==> src/rtl/keypad_matrix_scanner.sv <==
// Scans a 4x3 membrane keypad one column at a time, then debounces and decodes a single key
// into the one-hot digit bus, the active-low start/clear strobes and a press-accept pulse.
module keypad_matrix_scanner #(
   parameter int SCAN_CYCLES     = 3,
   parameter int DEBOUNCE_CYCLES = 2
) (
   input  logic       clk,
   input  logic       reset,
   input  logic [3:0] row_n,
   output logic [2:0] col_n,
   output logic [9:0] keypad,
   output logic       startn,
   output logic       clearn,
   output logic       key_valid,
   output logic [3:0] key_code
);

   localparam int DWELL_W = (SCAN_CYCLES > 2) ? $clog2(SCAN_CYCLES) : 1;
   localparam int DEB_W   = (DEBOUNCE_CYCLES > 1) ? $clog2(DEBOUNCE_CYCLES + 1) : 1;

   typedef enum logic [1:0] {
      ST_SCAN,
      ST_DEBOUNCE,
      ST_PRESSED,
      ST_RELEASE
   } state_t;

   state_t             state, state_nxt;
   logic [3:0]         rs_p0, rs_p1;
   logic [1:0]         col_idx, col_idx_nxt;
   logic [DWELL_W-1:0] dwell, dwell_nxt;
   logic [DEB_W-1:0]   cnt, cnt_nxt;
   logic [1:0]         cand_row, cand_row_nxt;
   logic [3:0]         cand_mask;
   logic [3:0]         key_dec;
   logic [9:0]         keypad_nxt;
   logic               startn_nxt, clearn_nxt, key_valid_nxt;
   logic [3:0]         key_code_nxt;

   function automatic logic one_low(input logic [3:0] v);
      return ($countones(~v) == 1);
   endfunction

   function automatic logic [1:0] low_index(input logic [3:0] v);
      logic [1:0] idx;
      idx = '0;
      for (int i = 3; i >= 0; i--) begin
         if (!v[i]) idx = 2'(i);
      end
      return idx;
   endfunction

   function automatic logic [1:0] next_col(input logic [1:0] c);
      return (c == 2'd2) ? 2'd0 : c + 2'd1;
   endfunction

   // Layout: rows 0-2 carry digits 1-9 left to right, row 3 is '*' '0' '#'.
   function automatic logic [3:0] decode_key(input logic [1:0] row, input logic [1:0] col);
      logic [3:0] code;
      if (row == 2'd3) begin
         case (col)
            2'd0:    code = 4'd10;
            2'd1:    code = 4'd0;
            default: code = 4'd11;
         endcase
      end else begin
         code = ({2'b00, row} * 4'd3) + {2'b00, col} + 4'd1;
      end
      return code;
   endfunction

   assign cand_mask = ~(4'b0001 << cand_row);
   assign key_dec   = decode_key(cand_row, col_idx);

   always_comb begin
      state_nxt     = state;
      col_idx_nxt   = col_idx;
      dwell_nxt     = dwell;
      cnt_nxt       = cnt;
      cand_row_nxt  = cand_row;
      keypad_nxt    = keypad;
      startn_nxt    = startn;
      clearn_nxt    = clearn;
      key_valid_nxt = 1'b0;
      key_code_nxt  = key_code;

      case (state)
         ST_SCAN: begin
            // The synchronizer needs two cycles to show the new column, so only the last dwell cycle is sampled.
            if (dwell == DWELL_W'(SCAN_CYCLES - 1)) begin
               dwell_nxt = '0;
               if (one_low(rs_p1)) begin
                  state_nxt    = ST_DEBOUNCE;
                  cand_row_nxt = low_index(rs_p1);
                  cnt_nxt      = DEB_W'(1);
               end else begin
                  col_idx_nxt = next_col(col_idx);
               end
            end else begin
               dwell_nxt = dwell + DWELL_W'(1);
            end
         end

         ST_DEBOUNCE: begin
            if (rs_p1 != cand_mask) begin
               state_nxt = ST_SCAN;
               cnt_nxt   = '0;
               dwell_nxt = '0;
            end else if (cnt == DEB_W'(DEBOUNCE_CYCLES)) begin
               state_nxt     = ST_PRESSED;
               cnt_nxt       = '0;
               key_valid_nxt = 1'b1;
               key_code_nxt  = key_dec;
               keypad_nxt    = (key_dec <= 4'd9) ? (10'd1 << key_dec) : 10'd0;
               startn_nxt    = (key_dec != 4'd11);
               clearn_nxt    = (key_dec != 4'd10);
            end else begin
               cnt_nxt = cnt + DEB_W'(1);
            end
         end

         ST_PRESSED: begin
            // Only the accepted row is watched; any other key in the matrix is ignored.
            if (rs_p1[cand_row]) begin
               if (cnt == DEB_W'(DEBOUNCE_CYCLES - 1)) begin
                  state_nxt = ST_RELEASE;
                  cnt_nxt   = '0;
               end else begin
                  cnt_nxt = cnt + DEB_W'(1);
               end
            end else begin
               cnt_nxt = '0;
            end
         end

         ST_RELEASE: begin
            state_nxt   = ST_SCAN;
            keypad_nxt  = '0;
            startn_nxt  = 1'b1;
            clearn_nxt  = 1'b1;
            col_idx_nxt = next_col(col_idx);
            dwell_nxt   = '0;
         end

         default: begin
            state_nxt = ST_SCAN;
         end
      endcase
   end

   // Stage p0/p1: row synchronizer, then FSM and registered outputs.
   always_ff @(posedge clk or posedge reset) begin
      if (reset) begin
         rs_p0     <= 4'b1111;
         rs_p1     <= 4'b1111;
         state     <= ST_SCAN;
         col_idx   <= '0;
         dwell     <= '0;
         cnt       <= '0;
         cand_row  <= '0;
         col_n     <= 3'b110;
         keypad    <= '0;
         startn    <= 1'b1;
         clearn    <= 1'b1;
         key_valid <= 1'b0;
         key_code  <= '0;
      end else begin
         rs_p0     <= row_n;
         rs_p1     <= rs_p0;
         state     <= state_nxt;
         col_idx   <= col_idx_nxt;
         dwell     <= dwell_nxt;
         cnt       <= cnt_nxt;
         cand_row  <= cand_row_nxt;
         col_n     <= ~(3'b001 << col_idx_nxt);
         keypad    <= keypad_nxt;
         startn    <= startn_nxt;
         clearn    <= clearn_nxt;
         key_valid <= key_valid_nxt;
         key_code  <= key_code_nxt;
      end
   end

endmodule
==> config.mk <==
export PLATFORM = sky130hd
export DESIGN_NAME = keypad_matrix_scanner
export DESIGN_NICKNAME = d
export VERILOG_FILES = /design/src/rtl/keypad_matrix_scanner.sv
export SDC_FILE = /design/constraint.sdc
export NUM_CORES = 1
export LEC_CHECK = 0
export CORE_AREA = 2 2 68 70
export DETAILED_ROUTE_END_ITERATION = 10
export DIE_AREA = 0 0 70 72
export GPL_ROUTABILITY_DRIVEN = 0
export HOLD_SLACK_MARGIN = 0.03
export PLACE_DENSITY = 0.72
export SETUP_SLACK_MARGIN = 0.05
export SLEW_MARGIN = 20
export SYNTH_ARGS = -nofsm -noshare
export SYNTH_HDL_FRONTEND = slang
export SYNTH_SLANG_ARGS = --single-unit
==> constraint.sdc <==
create_clock -name clk -period 3.15 [get_ports clk]
set_input_delay 0.63 -clock clk [delete_from_list [all_inputs] [get_ports clk]]
set_output_delay 0.63 -clock clk [all_outputs]
set_load 0.02 [all_outputs]
Yosys cells after proc, flatten, opt, wreduce, memory -nomap -nowiden. Cells that the tools add are included.

Add/sub/neg operators: 8. Multipliers: 1. Magnitude comparators: 2. Eq/ne operators: 21. Shifts and indexed selects: 3. Multiplexer cells: 40. Bitwise operators: 4. Reductions and logical operators: 11.

Operator list (count): $mux W2 (19); $mux W10 (3); $pmux W10 S2 (1); $ne A2 B2 Y1 const B (7); $eq A2 B2 Y1 const B (6); $pmux W2 S3 (2); $reduce_and A3 Y1 (4); $shl A1 B4 Y10 const A (1); $mux W1 (8); $ne A4 B4 Y1 const B (2); $not A4 Y4 (2); $pmux W2 S4 (1); $pmux W4 S2 (1); $add A2 B1 Y2 const B (3); $eq A2 B1 Y1 const B (3); $reduce_bool A3 Y1 (2); $reduce_and A5 Y1 (1); $add A1 B1 Y2 (2); $add A4 B1 Y4 const B (1); $add A4 B2 Y4 (1); $le A4 B4 Y1 const B (1); $logic_not A2 Y1 (2); $mul A2 B2 Y4 const B (1); $mux W4 (1); other kinds (14) (15).

Register bits: 38. Word-level logic and storage cells: 103.

Logic depth before layout (Yosys ltp). Gate-level depths: netlist of run 1.

Depth in word-level cells: 9. Depth in mapped cells: 8. Mapped depth without buffers: 8.

Worst setup path after synthesis of run 1. Ideal clock, no wire load.

Kind: register to register. From: register rs_p1[3]. To: register col_n[2]. Setup time: 0.082 ns. Arrival time: 2.449 ns. Data required time: 3.068 ns. Slack: 0.619 ns. Stages on the path, launching flop included: 9. Buffers on the path: 0. Cells stage by stage: dfstp_2 > fa_1 > inv_1 > ha_1 > ha_1 > or3b_1 > a21boi_1 > o21ai_0 > a211o_1.

Word-level cells in the longest chain between the ends: 9.

Ends and longest elaborated chain: start: declaration (line 29) `logic [3:0] rs_p0, rs_p1;`; start signal: assignment (line 169) `rs_p1 <= rs_p0;`; $not A4 Y4 (line 41) `return ($countones(~v) == 1);`; $add A1 B1 Y2 (implied by the code) (line 41); $add A2 B2 Y3 (implied by the code) (line 41); $eq A3 B1 Y1 (line 41); $mux W2 (line 92) `if (one_low(rs_p1)) begin`; $mux W2 (line 90) `if (dwell == DWELL_W'(SCAN_CYCLES - 1)) begin`; $pmux W2 S2 (line 87) `case (state)`; $shl A1 B2 Y3 (line 175) `col_n <= ~(3'b001 << col_idx_nxt);`; $not A3 Y3 (line 175); end signal: assignment (line 175); end: declaration (line 10) `output logic [2:0] col_n,`.

Every way passes these cells. A chain may end at the register's enable or synchronous reset.

Final worst setup path of run 1.
From: register col_idx[1]. To: register startn.

Word-level cells in the longest chain between the ends: 7. Elaborated cells on any way between the ends: 10. Those cells by class: add/sub: 2; eq/ne: 2; mux: 5; reduce/logical: 1.

Ends and longest elaborated chain: start: declaration (line 30) `logic [1:0] col_idx, col_idx_nxt;`; start signal: assignment (line 171) `col_idx <= col_idx_nxt;`; $add A4 B2 Y4 (tied with other cells) (line 67) `code = ({2'b00, row} * 4'd3) + {2'b00, col} + 4'd1;`; $add A4 B1 Y4 / $pmux W4 S2 (equally long branches) (line 67, 61); $mux W4 * (line 60) `if (row == 2'd3) begin`; $ne A4 B4 Y1 * (line 115) `startn_nxt = (key_dec != 4'd11);`; $mux W1 * (line 109) `end else if (cnt == DEB_W'(DEBOUNCE_CYCLES)) begin`; $mux W1 * (line 105) `if (rs_p1 != cand_mask) begin`; $pmux W1 S2 * (line 87); end signal: assignment (line 177) `startn <= startn_nxt;`; end: declaration (line 12) `output logic startn,`.

Every way passes the cells marked *; elsewhere a longest branch is shown, timed or not. The select of a mux whose other input is x is not followed.

==> metrics.md, run 1 <==
| Metric | Value |
|---|---|
| Outcome | `finished, final reports clean` |
| Leading area contributor after synthesis | `dfrtp_1` |
| Fin cells | `263` |
| WP buf/inv | `1` |
| Post-CTS Hold Fix Bufs | `0` |
| Tot Pwr | `1.79 mW` |
| Most used cell along the critical path | `fa_1` |
| GRT Total Usage | `0.172` |
| Placed insts | `~260` |
| Crit end category | `register` |
| Max transition margin | `0.538` |
| Core Rows | `24` |
| Yosys top cell area share | `0.310` |
| Detailed-route DRC error count | `0` |
| Layout cells sized above 1 | `0.166` |
| Max-cap violations | `0` |
| Post-CTS Resized | `0` |
| Final setup violation count | `0` |
| Setup Fix Bufs, Post-CTS | `0` |
| Syn_nets | `203` |
| Clock Root Buffer | `clkbuf_8` |
| Synth cell types | `51` |
| Multi-input gate area | `1050 sq um` |
| Drt pass-1 iters | `6` |
| Final Hold Vio Count | `0` |
| Grt met1 use | `0.220` |
| Post-synth EDFFs | `0` |
| Layout area overhead | `20.2%` |
| CTS H-tree depth | `2` |
| Ys flop type | `dfrtp_1` |
| Critical Path RT | `3.37 ns` |
| Die area | `5040 sq um` |
| Initial Utilization | `0.492` |
| Post-synth ARST share | `1.00` |
| Post-synthesis instance area | `2100 sq um` |
| Final Cell Area | `approximately 2500 sq um` |
| CP Class | `reg2reg` |
| Global-route wire length before repair | `6870 microns` |
| Busiest layer in global routing | `met2` |
| Power density over cell area | `708 nW/um^2` |
| Post-DP HPWL | `3000 microns` |
| Min Tclk post-route | `2.76 ns` |
| Yosys reg bits | `38` |
| Via-per-instance ratio | `about 5.7` |
| Final Util | `0.592` |
| CP Cell Sequence | `fa_1 -> inv_1 -> fa_1 -> xor2_1 -> a22oi_1 -> or3_1 -> mux2_2` |
| Max Freq | `between 0.3 and 0.4 GHz` |
| Ys Warns | `0` |
| Largest net degree at the start of global routing | `24` |
| Drt wl/cell | `15.2 microns` |
| Type of the most critical hold path | `reg2reg` |
| Ranking of synthesized cells by area | `dfrtp_1 (31%), dfstp_2 (15%), ha_1 (7.8%)` |
| CTS Buffer Depth | `2` |
| CTS tree | `built` |
| Die Y | `72 microns` |
| Setup tns final | `0 ns` |
| N_diodes | `0` |
| Max Slew Vio Count | `0` |
| Kind of cell adding the most delay to the critical path | `adder cells` |
| 1st-iter DRT viols | `91` |
| RSZ-0062 raised after global routing | `false` |
| CP max stage cell | `fa_1` |
| Fin nets | `between 200 and 250` |
| Clk_skew | `around 0.0075 ns` |
| Pleak | `approximately 1.1 nW` |
| Synth Area per Inst | `between 10 and 15 sq um` |
| Post-DP Area | `around 2400 sq um` |
| Clock transition at the registers of the reported paths | `0.08 ns` |
| Vias | `1,502` |
| Leading cell type in the layout, fill and taps excluded | `dfrtp_1` |
| Grt met3 use | `0.0458` |
| Startpoint types | `register` |
| VDD IR-drop max | `0.383 mV` |
| CP arrival | `2.97 ns` |
| Post-synthesis sequential area ratio | `0.460` |
| Clock Sinks | `38` |
| Die width | `~70 microns` |
| Initial antenna violation count | `0` |
| Num CTS Buffers | `5` |
| FF+latch area | `966 sq um` |
| Final period utilization | `0.875` |
| Cells after synthesis | `around 180` |
| CP max stage delay | `0.59 ns` |
| Commonest cells after routing, fill and taps aside | `dfrtp_1 (26), clkdlybuf4s50_1 (25), inv_1 (17), ha_1 (13), dfstp_2 (12)` |
| Fillers | `around 350` |
| Post-DRT Antenna Nets | `0` |
| # IOs | `26` |
| Skew-Pair Late Insertion Delay | `0.29 ns` |
| Area of the core | `4260 sq um` |
| M2 GR Usage | `0.281` |
| Total gr overflow | `0` |
| Critical path fanouts, max | `9` |
| Vias in the first global route | `~1,500` |
| Final WL | `3990 microns` |
| Worst-Margin Slew | `between 0.6 and 0.7 ns` |
| IO Port Bufs | `25` |
## metal layers
| metal | part of all wire | vias to the layer above |
|---|---|---|
| met5 | 0 | - |
| met4 | 0.017 | 0 |
| met3 | 0.042 | 9 |
| met2 | 0.47 | 37 |
| met1 | 0.47 | 739 |
| li1 | - | 717 |
## final cells by class
type,count,area share
clock buffer,5,0.0273
tap,52,0.0258
clock inverter,3,0.0159
sequential,38,0.383
inverter,17,0.0253
timing repair buffer,26,0.107
multi-input combinational,122,0.416
## where the power goes
group / switching, mW / total [mW] / internal, mW / leakage, nW
registers: 0.0718 / 0.638 / 0.566 / 0.480
logic: 0.437 / 0.741 / 0.304 / 0.571
clock network: 0.175 / 0.408 / 0.233 / 0.0579
## flip-flops by register name (all words and copies together) (netlist names), named ones only
signal     count
key_code       4
startn         1
keypad        10
dwell          2
clearn         1
col_idx        2
cnt            2
key_valid      1
cand_row       2
rs_p0          4
state          1
rs_p1          4
col_n          3
## logic make-up (layout without fill, tap and decap cells)
| group | Yosys count | after routing | synth area share |
|---|---|---|---|
| flops | 38 | 38 | 0.460 |
| buf+inv | 21 | 51 | 0.0400 |
| fa+ha+maj | 16 | 16 | 0.106 |
| compound gates | 33 | 33 | 0.125 |
| mux | 21 | 21 | 0.117 |
| xor+xnor | 3 | 3 | 0.0125 |
| simple gates | 49 | 49 | 0.140 |
## synthesized netlist by cell type, types with 2 or more instances
cell type,count
dfrtp_1,26
inv_1,17
ha_1,13
dfstp_2,12
mux2_2,9
nor4_1,7
mux2_1,6
nand2_1,6
nor2_1,6
mux2i_1,5
nor2b_1,5
a21oi_1,4
a31oi_1,4
and3_1,4
nand2b_1,4
fa_1,3
nand3_1,3
o21ai_0,3
a211o_1,2
and3b_1,2
clkbuf_1,2
nand3b_1,2
nor4b_1,2
o211ai_1,2
o21a_1,2
o22ai_1,2
o311ai_0,2
or3_1,2
xor2_1,2
## worst reg2reg max path, cell delays in order (launching register included)
cell and delay, ns:
dfrtp_1 0.49, fa_1 0.59, inv_1 0.06, fa_1 0.40, xor2_1 0.30, a22oi_1 0.18
or3_1 0.39, mux2_2 0.26
## path summary, 6_finish.rpt
kind | to | slack (ns) | depth (start not counted) | start
min in group asynchronous | cand_row[0] | 0.72 | 2 | reset
worst max register to register | startn | 0.39 | 7 | col_idx[1]
worst max-delay path | startn | 0.39 | 7 | col_idx[1]
max in group asynchronous | startn | 1.81 | 3 | reset
worst min-delay path | rs_p1[3] | 0.36 | 0 | rs_p0[3]
worst min register to register | rs_p1[3] | 0.36 | 0 | rs_p0[3]
## through the flow
step | setup WS, ns | hold WS, ns
3_3_place_gp | 0.541 | 0.347
4_1_cts | 0.403 | 0.358
5_1_grt | 0.216 | 0.361
2_1_floorplan | 0.619 | 0.345
3_5_place_dp | 0.425 | 0.347
6_report | 0.394 | 0.357
(Power assumes the default switching activity.)
==> run 2: changes to the inputs <==
PLACE_DENSITY = 0.74   (was 0.72)
clock period = 2.2 ns   (was 3.15 ns; I/O delays follow)
==> run 2 against run 1 <==
Compared with the run above:
- the flow now finishes with violations (setup timing)
- clock skew is 0.0025 ns lower
- power rose by 96%
- critical endpoint is now col_n[2]
- final area rose by 21%
- via count rose by 7.7%
- combinational power grew to 2.7 times the previous value
- wire length up 23%
- sequential power up 40%
- first-iteration DRC count is 22% lower
- largest power group unchanged
==> metrics.md, run 2 (same netlist as run 1, synthesis figures left out) <==
| Metric | Value |
|---|---|
| # IOs | `26 (unchanged)` |
| Drt pass-1 iters | `4 (was 6)` |
| CTS tree | `built (unchanged)` |
| Largest net degree at the start of global routing | `22 (was 24)` |
| Violated checks | `setup timing` |
| Die width | `70 microns (unchanged)` |
| Placed insts | `275 (was 255)` |
| Die Y | `72 microns (unchanged)` |
| Most used cell along the critical path | `ha_4 (was fa_1)` |
| Min Tclk post-route | `2.53 ns (was 2.76 ns)` |
| Post-DP HPWL | `3380 microns (was 3000 microns)` |
| Post-CTS Hold Fix Bufs | `0 (unchanged)` |
| 1st-iter DRT viols | `71 (was 91)` |
| Vias | `1,618 (was 1,502)` |
| Max Slew Vio Count | `0 (unchanged)` |
| Layout cells sized above 1 | `0.423 (was 0.166)` |
| Skew-Pair Late Insertion Delay | `0.30 ns (was 0.29 ns)` |
| Critical path fanouts, max | `4 (was 9)` |
| M2 GR Usage | `0.357 (was 0.281)` |
| CP arrival | `2.76 ns (was 2.97 ns)` |
| Worst-Margin Slew | `0.597 ns (was 0.694 ns)` |
| Max transition margin | `0.602 (was 0.538)` |
| Fin cells | `291 (was 263)` |
| Busiest layer in global routing | `met2 (unchanged)` |
| VDD IR-drop max | `0.500 mV (was 0.383 mV)` |
| Final hold slack | `0.357 ns (about the same)` |
| Fin nets | `260 (was 232)` |
| Max-cap violations | `0 (unchanged)` |
| Global-route wire length before repair | `8310 microns (was 6870 microns)` |
| Crit end category | `register (unchanged)` |
| Pleak | `1.29 nW (was 1.11 nW)` |
| Clock transition at the registers of the reported paths | `0.08 ns (about the same)` |
| GRT Total Usage | `0.214 (was 0.172)` |
| Vias in the first global route | `1,671 (was 1,538)` |
| Via-per-instance ratio | `5.56 (was 5.71)` |
| Outcome | `finished with violations (was finished, final reports clean)` |
| Grt met3 use | `0.0431 (was 0.0458)` |
| Core Rows | `24 (unchanged)` |
| Total gr overflow | `0 (unchanged)` |
| Clock Sinks | `38 (unchanged)` |
| Final Util | `0.717 (was 0.592)` |
| Commonest cells after routing, fill and taps aside | `dfrtp_1 (25), clkdlybuf4s50_1 (25), buf_4 (22), inv_1 (15), dfstp_2 (12) (was dfrtp_1 (26), clkdlybuf4s50_1 (25), inv_1 (17), ha_1 (13), dfstp_2 (12))` |
| Setup tns final | `-4.47 ns (was 0 ns)` |
| Initial antenna violation count | `0 (unchanged)` |
| Drt wl/cell | `16.8 microns (was 15.2 microns)` |
| Critical Path RT | `2.43 ns (was 3.37 ns)` |
| Final WL | `4900 microns (was 3990 microns)` |
| CP Cell Sequence | `fa_1 -> inv_2 -> ha_4 -> ha_4 -> or3b_4 -> a21boi_4 -> o21ai_4 -> a211o_1 (was fa_1 -> inv_1 -> fa_1 -> xor2_1 -> a22oi_1 -> or3_1 -> mux2_2)` |
| Initial Utilization | `0.492 (unchanged)` |
| Final setup violation count | `24 (was 0)` |
| Grt met1 use | `0.277 (was 0.220)` |
| Num CTS Buffers | `5 (unchanged)` |
| R2R setup slack | `-0.33 ns (was 0.39 ns)` |
| IO Port Bufs | `25 (unchanged)` |
| Max FFs per register | `10 (unchanged)` |
| Final Hold Vio Count | `0 (unchanged)` |
| Power density over cell area | `1140 nW/um^2 (was 708 nW/um^2)` |
| Type of the most critical hold path | `reg2reg (unchanged)` |
| CTS H-tree depth | `2 (unchanged)` |
| Tot Pwr | `3.50 mW (was 1.79 mW)` |
| CP max stage delay | `0.55 ns (was 0.59 ns)` |
| CTS Buffer Depth | `2 (unchanged)` |
| Final WS setup | `-0.331 ns (was 0.394 ns)` |
| Layout area overhead | `45.7% (was 20.2%)` |
| Max Freq | `0.395 GHz (was 0.363 GHz)` |
| N_diodes | `0 (unchanged)` |
| CP Class | `reg2reg (unchanged)` |
| CP max stage cell | `dfstp_2 (was fa_1)` |
| Dpl ws | `-0.258 ns (was 0.425 ns)` |
| RSZ-0062 raised after global routing | `true (was false)` |
| Clock Root Buffer | `clkbuf_8 (unchanged)` |
| Die area | `5040 sq um (unchanged)` |
| Biggest register | `keypad (unchanged)` |
| Detailed-route DRC error count | `0 (unchanged)` |
| Final Cell Area | `3060 sq um (was 2520 sq um)` |
| Area of the core | `4260 sq um (unchanged)` |
| Post-DRT Antenna Nets | `0 (unchanged)` |
| Clk_skew | `0.00505 ns (was 0.00750 ns)` |
| Final period utilization | `1.15 (was 0.875)` |
| Post-DP Area | `2720 sq um (was 2410 sq um)` |
| Startpoint types | `register (unchanged)` |
## run 2: worst max-delay path: cells and delay by family, from the launching register on
family / cells / cell delay [ns]
adders and majority gates: 3 / 0.75
AOI/OAI and AO/OA: 3 / 0.63
DFF: 1 / 0.55
and+or+nand+nor: 1 / 0.45
buffers and inverters: 1 / 0.08
## run 2: timing repair
| action | in CTS | in global routing |
|---|---|---|
| resized for setup | 23 | 12 |
| setup endpoints to repair | 26 | 26 |
| pin swaps | 9 | 15 |
| setup buffers | 7 | 3 |
## run 2: layout make-up
class                      instances  area [sq um]
inverter                          17          63.8
tap                               52          65.1
clock buffer                       5          68.8
clock inverter                     3          45.0
sequential                        38           967
fill                             269          1210
multi-input combinational        122          1330
timing repair buffer              54           520
## run 2: report_power, final
part	switching, mW	leakage [nW]	internal, mW	total, mW
logic	1.00	0.759	1.00	2.00
clock network	0.266	0.0504	0.337	0.603
registers	0.0799	0.479	0.811	0.891
## run 2: final timing paths
path / depth (start not counted) / end / from
max: 8 / col_n[2] / rs_p1[1]
min: 0 / rs_p1[2] / rs_p0[2]
max reg2reg: 8 / col_n[2] / rs_p1[1]
min reg2reg: 0 / rs_p1[2] / rs_p0[2]
max in group asynchronous: 3 / col_n[1] / reset
min in group asynchronous: 3 / key_valid / reset
## run 2: per-layer routing
metal  up-vias  wire [microns]
li1        776               -
met1       791            2190
met2        42            2440
met3         9             166
met4         0             100
met5         -               0
==> edit, RTL diff (settings of run 2) <==
Re-encode `state_t` (4 states) as one-hot, 4 bits wide.
--- a/src/rtl/keypad_matrix_scanner.sv
+++ b/src/rtl/keypad_matrix_scanner.sv
@@ -18,11 +18,11 @@
    localparam int DWELL_W = (SCAN_CYCLES > 2) ? $clog2(SCAN_CYCLES) : 1;
    localparam int DEB_W   = (DEBOUNCE_CYCLES > 1) ? $clog2(DEBOUNCE_CYCLES + 1) : 1;
 
-   typedef enum logic [1:0] {
-      ST_SCAN,
-      ST_DEBOUNCE,
-      ST_PRESSED,
-      ST_RELEASE
+   typedef enum logic [3:0] {
+      ST_SCAN     = 4'b0001,
+      ST_DEBOUNCE = 4'b0010,
+      ST_PRESSED  = 4'b0100,
+      ST_RELEASE  = 4'b1000
    } state_t;
 
    state_t             state, state_nxt;
Behaviour: no difference found for any inputs over 10 cycles, from zero or initial values and one cycle with reset high; not proved beyond that.
==> edit against run 2 <==
  * The run still ends with negative setup slack left
  * Sequential share of layout area increased by 3.2 points
  * Sequential cell count increased by 2
  * Cell area decreased by 4.3%
  * Total power increased by 1.5%
  * First-iteration DRC count increased by 34%
  * Synthesized area increased by 1.1%
  * Setup slack improved by 0.20 ns
  * Routed wire length decreased by 1.6%
  * Synthesized cell count increased by 1.7%
  * Clock skew increased by 0.0034 ns
  * Critical endpoint is now keypad[6]
==> edit: results (changes against run 2) <==
- The detailed-route wire length was 4820 µm (was 4897 µm).
- The via density per instance came to 5.533 (was 5.560).
- The number of distinct library cells after synthesis came to 46 (was 51).
- The count of nets after finishing is 252 (was 260).
- The predominant post-synthesis flop cell is sky130_fd_sc_hd__dfrtp_1 (unchanged).
- The cell leakage power was 0.001288 µW (about the same).
- The count of final setup violators is 16 (was 24).
- The critical path data arrival time is 2.52 ns (was 2.76 ns).
- The startpoint of the most critical register-to-register path was cand_row[0] (was rs_p1[1]).
- The worst-case reg-to-reg path depth was 7 (was 8).
- The endpoint of the worst register-to-register path is keypad[6] (was col_n[2]).
- The peak ir drop on the vdd network is 0.0008707 V (was 0.0004996 V).
- Failing checks: negative setup slack (unchanged).
- Commonest cells post-synth: sky130_fd_sc_hd__dfrtp_1, sky130_fd_sc_hd__inv_1, sky130_fd_sc_hd__dfstp_2, sky130_fd_sc_hd__mux2_2, sky130_fd_sc_hd__nand2_1 (was sky130_fd_sc_hd__dfrtp_1, sky130_fd_sc_hd__inv_1, sky130_fd_sc_hd__ha_1).
- The clock slew seen by the registers of the worst setup and hold paths came to 0.08 ns (about the same).
- The worst-case setup margin in the final layout is -0.1339 ns (was -0.3306 ns).
- The post-synthesis net count is 202 (was 203).
- The total of fill cells in the finished design is 316 (was 269).
- The largest net degree at the start of global routing is 41 (was 22).
- Cell types with the largest area share after synthesis: sky130_fd_sc_hd__dfrtp_1, sky130_fd_sc_hd__dfstp_2, sky130_fd_sc_hd__mux2_2 (was sky130_fd_sc_hd__dfrtp_1, sky130_fd_sc_hd__dfstp_2, sky130_fd_sc_hd__ha_1).
- The worst-case clock skew was 0.008475 ns (was 0.005048 ns).
- The slew at the pin closest to its max-slew limit is 0.7877 ns (was 0.5966 ns).
- The switching power of the nets came to 1426 µW (was 1350 µW).
- The via count of the first global-routing pass is 1706 (was 1671).
- The first-pass GRT wire length is 8252 µm (was 8314 µm).
- Result of the run: complete, but fails checks (unchanged).
- The HPWL after detailed placement is 3350 µm (was 3378 µm).
- The total global routing track utilization is 20.64% (was 21.42%).
- The iteration-0 DRC count of the detailed router is 95 (was 71).
- The capture endpoint of the worst hold path was rs_p1[1] (was rs_p1[2]).
- The sequential element share of the synthesized area is 47.96% (was 46.03%).
- The worst hold path cell count came to 0 (unchanged).
- The setup TNS is -1.237 ns (was -4.470 ns).
- The cell with the biggest individual delay on the critical path is sky130_fd_sc_hd__fa_1 (was sky130_fd_sc_hd__dfstp_2).
- The cell area after placement is 2613 µm² (was 2716 µm²).
- The maximum fanout count along the critical path is 3 (was 4).
- The critical hold path startpoint is rs_p0[1] (was rs_p0[2]).
edit: changes by cell type after synthesis, moves of 4 or more:
cell                      delta
sky130_fd_sc_hd__nor3_1      +7
sky130_fd_sc_hd__mux2_1      -6
sky130_fd_sc_hd__nand2_1     +6
sky130_fd_sc_hd__a21o_1      +4
sky130_fd_sc_hd__a31oi_1     -4
sky130_fd_sc_hd__ha_1        -4
sky130_fd_sc_hd__mux2_2      +4
sky130_fd_sc_hd__nor4_1      -4
edit: how the worst max path moves through the flow:
stage | endpoint | cells past startpoint
final | keypad[6] | 7
after global routing | keypad[8] | 7
after CTS | keypad[6] | 7
after detailed placement | keypad[4] | 7
after global placement | keypad[8] | 7
after floorplan | keypad[6] | 7
edit: what timing repair did:
item                       in CTS  in global routing
setup endpoints to repair      23                 27
buffers inserted                1                  2
pin swaps                      11                  4
gates resized for setup        21                 22
edit: cell type report:
cell class | count | area share [%]
Multi-Input combinational cell | 126 | 42.86
Sequential cell | 40 | 34.86
Timing Repair Buffer | 47 | 14.46
Clock buffer | 5 | 2.352
Tap cell | 52 | 2.224
Inverter | 14 | 1.796
Clock inverter | 3 | 1.454
edit: metrics by stage:
step                power (µW)  setup slack (ns)  hold WS (ns)  cells
floorplan                 1998          -0.09999        0.3452    184
global placement          2446           -0.1262        0.3456    276
detailed placement        2519           -0.1857        0.3472    276
CTS                       3325           -0.1285        0.3588    285
global route              3792           -0.2116        0.3613    287
finish                    3552           -0.1339        0.3576    287
edit: cells by family (layout without fill, tap and decap cells):
| kind of cell | count (synthesis) | after routing | share of synthesized area, % |
|---|---|---|---|
| and+or+nand+nor | 63 | 63 | 18.17 |
| DFF | 40 | 40 | 47.96 |
| AOI/OAI and AO/OA | 27 | 27 | 9.380 |
| muxes | 18 | 18 | 10.09 |
| buffers and inverters | 18 | 69 | 3.775 |
| adders and majority gates | 12 | 12 | 8.142 |
| xor gates and xnor gates | 6 | 6 | 2.478 |
edit: metal layers:
layer / track usage [%] / routed length [µm]
met1: 26.80 / 2086
met2: 35.03 / 2495
met5: 0 / 0
met4: 5.983 / 76
met3: 4.722 / 161
edit: power by group through the flow:
stage,logic [µW],clock network (µW),registers (µW)
6_report,1990,612,952
5_1_grt,2170,655,967
4_1_cts,1750,621,952
3_5_place_dp,1560,0,963
3_3_place_gp,1490,0,954
2_1_floorplan,1000,0,995
